`src/rtl/cpu_pkg.sv`:
```
// Shared CPU definitions: fetch FSM states, halt opcode encodings and datapath widths.
// FETCH_BUS_TIMEOUT_EN adds the ERR state used by the bus-timeout option.
package cpu_pkg;

  localparam int DATA_W = 8;
  localparam int ADDR_W = 8;

  localparam logic [3:0] OPC_HALT       = 4'b1011;
  localparam logic [1:0] OPC_HALT_CLASS = 2'b11;

  typedef enum logic [2:0] {
    ST_REQ1 = 3'd0,
    ST_REQ2 = 3'd1,
    ST_HOLD = 3'd2,
    ST_HALT = 3'd3
`ifdef FETCH_BUS_TIMEOUT_EN
    ,
    ST_ERR  = 3'd4
`endif
  } fetch_state_e;

  // Opcode 1011 and the whole 11xx class retire as a halt.
  function automatic logic is_halt_opc(input logic [3:0] opc);
    return (opc == OPC_HALT) || (opc[3:2] == OPC_HALT_CLASS);
  endfunction

endpackage

```
`src/rtl/fetch_timer.sv`:
```
// Counts consecutive stalled request cycles and flags the cycle that reaches LIMIT.
// Instantiated by instr_fetch only when FETCH_BUS_TIMEOUT_EN is defined.
module fetch_timer #(
  parameter int LIMIT = 15
) (
  input  logic clk,
  input  logic reset_n,
  input  logic clear_i,
  input  logic count_en_i,
  output logic expired_o
);

  localparam logic [7:0] LAST = 8'(LIMIT - 1);

  logic [7:0] count_q;
  logic [7:0] count_d;

  always_comb begin
    count_d = count_q;
    if (clear_i) begin
      count_d = 8'd0;
    end else if (count_en_i) begin
      count_d = count_q + 8'd1;
    end else begin
      count_d = count_q;
    end
  end

  // Expires on the stalled cycle whose increment would reach LIMIT.
  assign expired_o = count_en_i && !clear_i && (count_q == LAST);

  always_ff @(posedge clk or negedge reset_n) begin
    if (!reset_n) begin
      count_q <= 8'd0;
    end else begin
      count_q <= count_d;
    end
  end

endmodule

```
`src/rtl/instr_fetch.sv`:
```
// Two-byte instruction fetch unit with redirect, halt detection and optional bus timeout.
// Define FETCH_BUS_TIMEOUT_EN to enable the timeout counter and sticky ERR state.
module instr_fetch
  import cpu_pkg::*;
#(
  parameter logic [ADDR_W-1:0] RESET_PC       = 8'h00,
  parameter int                TIMEOUT_CYCLES = 15
) (
  input  logic              clk,
  input  logic              reset_n,
  output logic              mem_req,
  output logic [ADDR_W-1:0] mem_addr,
  input  logic              mem_ack,
  input  logic [DATA_W-1:0] mem_rdata,
  output logic              instr_valid,
  input  logic              instr_ready,
  output logic [DATA_W-1:0] ir1,
  output logic [DATA_W-1:0] ir2,
  output logic [3:0]        opcode,
  output logic [ADDR_W-1:0] pc,
  input  logic              redirect,
  input  logic [ADDR_W-1:0] redirect_pc,
  output logic              halted,
  output logic              fetch_err
);

  fetch_state_e      state_q, state_d;
  logic [ADDR_W-1:0] pc_q, pc_d;
  logic [DATA_W-1:0] ir1_q, ir1_d;
  logic [DATA_W-1:0] ir2_q, ir2_d;

`ifdef FETCH_BUS_TIMEOUT_EN
  logic in_req_s;
  logic tmr_clear_s;
  logic timeout_s;

  assign in_req_s    = (state_q == ST_REQ1) || (state_q == ST_REQ2);
  assign tmr_clear_s = !in_req_s || mem_ack || redirect;

  fetch_timer #(
    .LIMIT(TIMEOUT_CYCLES)
  ) u_fetch_timer (
    .clk       (clk),
    .reset_n   (reset_n),
    .clear_i   (tmr_clear_s),
    .count_en_i(in_req_s),
    .expired_o (timeout_s)
  );
`endif

  // Redirect outranks mem_ack, instr_ready and halt detection in every live state.
  always_comb begin
    state_d = state_q;
    pc_d    = pc_q;
    ir1_d   = ir1_q;
    ir2_d   = ir2_q;
    case (state_q)
      ST_REQ1: begin
        if (redirect) begin
          pc_d    = redirect_pc;
          state_d = ST_REQ1;
        end else if (mem_ack) begin
          ir1_d   = mem_rdata;
          pc_d    = pc_q + 8'd1;
          state_d = ST_REQ2;
`ifdef FETCH_BUS_TIMEOUT_EN
        end else if (timeout_s) begin
          state_d = ST_ERR;
`endif
        end else begin
          state_d = ST_REQ1;
        end
      end
      ST_REQ2: begin
        if (redirect) begin
          pc_d    = redirect_pc;
          state_d = ST_REQ1;
        end else if (mem_ack) begin
          ir2_d   = mem_rdata;
          pc_d    = pc_q + 8'd1;
          state_d = ST_HOLD;
`ifdef FETCH_BUS_TIMEOUT_EN
        end else if (timeout_s) begin
          state_d = ST_ERR;
`endif
        end else begin
          state_d = ST_REQ2;
        end
      end
      ST_HOLD: begin
        if (redirect) begin
          pc_d    = redirect_pc;
          state_d = ST_REQ1;
        end else if (instr_ready) begin
          state_d = is_halt_opc(ir1_q[7:4]) ? ST_HALT : ST_REQ1;
        end else begin
          state_d = ST_HOLD;
        end
      end
      ST_HALT: state_d = ST_HALT;
`ifdef FETCH_BUS_TIMEOUT_EN
      ST_ERR:  state_d = ST_ERR;
`endif
      default: state_d = ST_REQ1;
    endcase
  end

  always_ff @(posedge clk or negedge reset_n) begin
    if (!reset_n) begin
      state_q <= ST_REQ1;
      pc_q    <= RESET_PC;
      ir1_q   <= 8'h00;
      ir2_q   <= 8'h00;
    end else begin
      state_q <= state_d;
      pc_q    <= pc_d;
      ir1_q   <= ir1_d;
      ir2_q   <= ir2_d;
    end
  end

  // All status outputs decode the state register, so they are glitch-free.
  assign mem_req     = (state_q == ST_REQ1) || (state_q == ST_REQ2);
  assign mem_addr    = pc_q;
  assign instr_valid = (state_q == ST_HOLD);
  assign halted      = (state_q == ST_HALT);
  assign ir1         = ir1_q;
  assign ir2         = ir2_q;
  assign opcode      = ir1_q[7:4];
  assign pc          = pc_q;
`ifdef FETCH_BUS_TIMEOUT_EN
  assign fetch_err   = (state_q == ST_ERR);
`else
  assign fetch_err   = 1'b0;
`endif

endmodule
```
`config.mk`:
```
export PLATFORM = sky130hd
export DESIGN_NAME = instr_fetch
export DESIGN_NICKNAME = d
export VERILOG_FILES = /design/src/rtl/cpu_pkg.sv /design/src/rtl/fetch_timer.sv /design/src/rtl/instr_fetch.sv
export SDC_FILE = /design/constraint.sdc
export NUM_CORES = 1
export LEC_CHECK = 0
export BUFFER_PORTS_ARGS = -buffer_cell sky130_fd_sc_hd__buf_4
export CAP_MARGIN = 20
export CORE_MARGIN = 1
export CORE_UTILIZATION = 41
export DETAILED_ROUTE_END_ITERATION = 8
export HOLD_SLACK_MARGIN = 0.02
export PLACE_DENSITY = 0.78
export SYNTH_ARGS = -nofsm -noshare
export SYNTH_HDL_FRONTEND = slang
export SYNTH_HIERARCHICAL = 1
export SYNTH_SLANG_ARGS = --single-unit
```
`constraint.sdc`:
```
create_clock -name clk -period 4.7 [get_ports clk]
set_clock_uncertainty 0.2 [all_clocks]
set_input_delay 0.705 -clock clk [delete_from_list [all_inputs] [get_ports clk]]
set_output_delay 0.705 -clock clk [all_outputs]
set_load 0.02 [all_outputs]
```
======== After elaboration in Yosys (flattened, before gate mapping) ========
Index checks and enable logic that the tools add are counted.
cells by class
  $add $sub $neg .......................... 1
  eq/ne operators ......................... 7
  muxes and demuxes ....................... 12
  bitwise gates (word level) .............. 1
  reductions and logical operators ........ 8
operator list
  cell                   number
  $mux W8                3
  $pmux W8 S2            1
  $pmux W3 S4            1
  $mux W2                5
  $reduce_and A3 Y1      3
  $add A8 B1 Y8 const B  1
  $eq A3 B2 Y1 const B   2
  $eq A4 B4 Y1 const B   1
  $eq A3 B1 Y1 const B   1
  $logic_not A3 Y1       1
  $ne A3 B1 Y1 const B   1
  $eq A2 B2 Y1 const B   1
  $logic_or A1 B1 Y1     2
  $mux W1                2
  $ne A2 B1 Y1 const B   1
  $reduce_bool A2 Y1     1
  $reduce_or A2 Y1       1
  $not A1 Y1             1
storage, ports and cells
  register bits ........................... 27
  bits of input ports ..................... 21

======== Logic depth before layout (Yosys ltp) ========
  depth in word-level cells ............... 6
  gate-level depth with buffers ........... 5
  gate-level depth less buffers ........... 4

======== Least setup slack after synthesis ========
OpenSTA, ideal clock, no wires.
  path type ............................... in2reg
  start ................................... input redirect
  end ..................................... register ir1_q[0] (netlist: ir1[0])
  setup time .............................. 125 ps
  arrival ................................. 1,665 ps
  required time ........................... 4,375 ps
  setup slack ............................. 2,710 ps
  stages on the path ...................... 3
  path buffers ............................ 1
  cells stage by stage .................... buf_2 > nor3_2 > mux2_2
between the ends
  cells in the longest elaborated chain, start to end .. 2
ends and longest elaborated chain
  item                         line                text
  start, declared              instr_fetch.sv:21   input logic redirect,
  $not A1 Y1 (no line)         --
  $reduce_and A3 Y1 (no line)  --
  end signal, assigned         instr_fetch.sv:117  ir1_q <= ir1_d;
  end, declared                instr_fetch.sv:29   logic [DATA_W-1:0] ir1_q, ir1_d;
No other way between the ends.
A chain may end at the register's enable or synchronous reset.

======== Final worst setup path ========
  start ................................... register state_q[1]
  end ..................................... output instr_valid
between the ends
  cells in the longest elaborated chain, start to end .. 1
ends and longest elaborated chain
  item                    line                text
  start, declared         instr_fetch.sv:27   fetch_state_e state_q, state_d;
  start signal, assigned  instr_fetch.sv:115  state_q <= state_d;
  $eq A3 B2 Y1            instr_fetch.sv:125  assign instr_valid = (state_q == ST_HOLD);
  end, declared           instr_fetch.sv:15   output logic instr_valid,
No other way between the ends.

==> qor.yml <==
run_status:
  outcome: "completed"
grt:
  track_usage_pct: 17.6
  grt_overflow: 0
  grt_max_degree: 27
  first_global_vias: 992
  grt_pass1_wl_mm: 4.66
  antenna_found_initial: 0
worst_setup_path:
  crit_chain: "nor2b_2 > buf_4"
  crit_buf_inv: 1
  worstSetupPathType: "reg2out"
  critPathMaxStageDelay_ps: 470
  cp_num_cells: 2
  cpLargestDelayFamily: "flip-flops"
  cp-start-kind: "flop"
  slowest_stage: "dfrtp_1"
  cp.required_ps: 3800
  critPathArrivalTime_ps: 1280
  reg2reg_depth: 4
  cp-end-kind: "output port"
  path_max_fanout: 7
power_and_ir_drop:
  power_leakage_uw: 0.000836
  powerDensity_nw_per_um2: 579
  vdd_drop_max_mv: 0.304
placement:
  dp.final_hpwl_mm: 2.24
  dp_cells: 209
  port_buffers: 59
  gp_congestion: 0.805
clock_network:
  cts_root_buf: "clkbuf_4"
  tritoncts: "done"
  hold_buffers: 0
  cts_setup_buffers: 0
  cts_resized: 0
  cts.sinks: 26
  numCtsBuffers: 3
  clk_pin_slew_ps: 140
  cts_buffer_depth: 2
  cts.htree.levels: 1
  insertion_delay_ps: 310
sta:
  finalSetupViolCount: 0
  rsz0062_at_grt: "no"
  relSlewSlack_pct: 51.9
  max_slew.worst_pin.slew_ps: 718
  period_share_pct: 46.6
  hold_viol: 0
  setup_tns_ps: 0
  finalCriticalPeriod_ps: 2190
  slew_violations: 0
  max_freq_mhz: 457
drt:
  drt_iter0_drc: 18
  drc: 0
  dr.pass1.iters: 4
  wire_per_inst_um: 14.0
  ant_nets: 0
  routed_wl_mm: 2.98
  via_per_inst: 5.04
  dr_total_vias: 1069
die:
  pin_count: 61
  die_h_um: 59.6
  core-area_um2: 3100
  start_util_pct: 43.9
  die_w_um: 59.6
  rows: 20
  die_area_um2: 3550
min_path:
  hold_class: "in2async"
synth:
  ys_seq_elements: 26
  syn_area_per_cell_um2: 11.1
  yosysUniqueCellTypes: 37
  syn_area_um2: 1360
  yosysWarnings: 6
  ys_seq_area_share_pct: 47.8
  syn_nets: 145
  synth_top_cell_area_share_pct: 47.8
  syn_inst: 123
  yosysTopAreaCell: "dfrtp_1"
  synth_area_leaders: "dfrtp_1 48%, mux2_2 14%, buf_4 7.2%, a21oi_1 2.9%, mux2i_1 2.9%"
final_layout:
  fin_cells: 212
  fillers: 288
  area_growth_pct: 29.2
  final_nets: 192
  final_layout_size_suffix_gt1_share_pct: 49.4
  n_antenna_cell: 0
run:
  maxCapViolCount: 0
kinds of logic after synthesis:
| family | count (synthesis) | share of synthesized area (%) |
|---|---|---|
| AOI/OAI and AO/OA | 28 | 13.1 |
| DFF | 26 | 47.8 |
| and+or+nand+nor | 24 | 10.5 |
| buffers and inverters | 22 | 10.4 |
| muxes | 21 | 17.0 |
| adders and majority gates | 1 | 0.919 |
| other | 1 | 0.275 |
final timing paths:
check	start	end	slack, ps
worst max-delay path	state_q[1]$_DFF_PN0_	instr_valid	2510
worst min-delay path	reset_n	mem_addr[6]$_DFFE_PN0P_	70
worst max register to register	state_q[1]$_DFF_PN0_	ir1[1]$_DFFE_PN0P_	2780
worst min register to register	ir2[3]$_DFFE_PN0P_	ir2[3]$_DFFE_PN0P_	330
max in group asynchronous	reset_n	ir1[2]$_DFFE_PN0P_	3960
min in group clk	ir2[3]$_DFFE_PN0P_	ir2[3]$_DFFE_PN0P_	330
state kept, by name, indices dropped and copies added (netlist names):
register,flops
ir1,8
state_q,2
mem_addr,8
ir2,8
layer usage:
| metal | part of all wire, % | track usage [%] | wire length (um) |
|---|---|---|---|
| met1 | 44 | 22.7 | 1320 |
| met2 | 49 | 30.3 | 1450 |
| met3 | 6.8 | 3.49 | 203 |
| met4 | 0 | 3.99 | 0 |
| met5 | 0 | 0 | 0 |
Yosys cell counts, drive strengths merged:
master	count
dfrtp	26
mux2	17
buf	16
a21oi	8
o21ai	7
nand2	6
inv	5
mux2i	4
a22oi	2
a2bb2oi	2
a31oi	2
and2	2
and3	2
nand4	2
nor2	2
nor2b	2
nor3	2
o21a	2
o22ai	2
a21o	1
and4	1
clkbuf	1
conb	1
ha	1
nand3	1
nor3b	1
nor4b	1
o2bb2ai	1
o31a	1
or2	1
or3	1
where the power goes:
part | internal [uW] | total [uW] | leakage (uW) | switching [uW]
combinational | 254 | 533 | 0.000513 | 279
sequential | 309 | 395 | 0.000309 | 85.5
clock | 29.9 | 91.6 | 0.0000138 | 61.6
cells in the final DEF, fill, tap and decap left out, drive strengths merged, types with 3 or more instances in the layout:
master   n
mux2    17
mux2i    4
nand2    6
buf     59
inv      5
clkbuf   3
a21oi    8
o21ai    7
dfrtp   26
area by class of cell:
type                       count  area [um2]  area share (%)
timing repair buffer          59         443            25.2
sequential                    26         651            37.0
inverter                       5        18.8            1.07
tap                           44        55.1            3.13
clock buffer                   3        22.5            1.28
multi-input combinational     75         569            32.4
stage by stage:
stage | worst slack [ps] | hold slack (ps) | instance area (um2) | power, uW | util, %
finish | 2510 | 70.3 | 1760 | 1020 | 56.7
CTS | 2520 | 76.5 | 1760 | 1030 | 56.7
global placement | 2520 | 294 | 1740 | 921 | 56.0
floorplan | 2710 | 209 | 1360 | 735 | -
global route | 2420 | 75.3 | 1760 | 1080 | 56.7
detailed placement | 2480 | 297 | 1740 | 935 | 56.0
(Power assumes the default switching activity.)
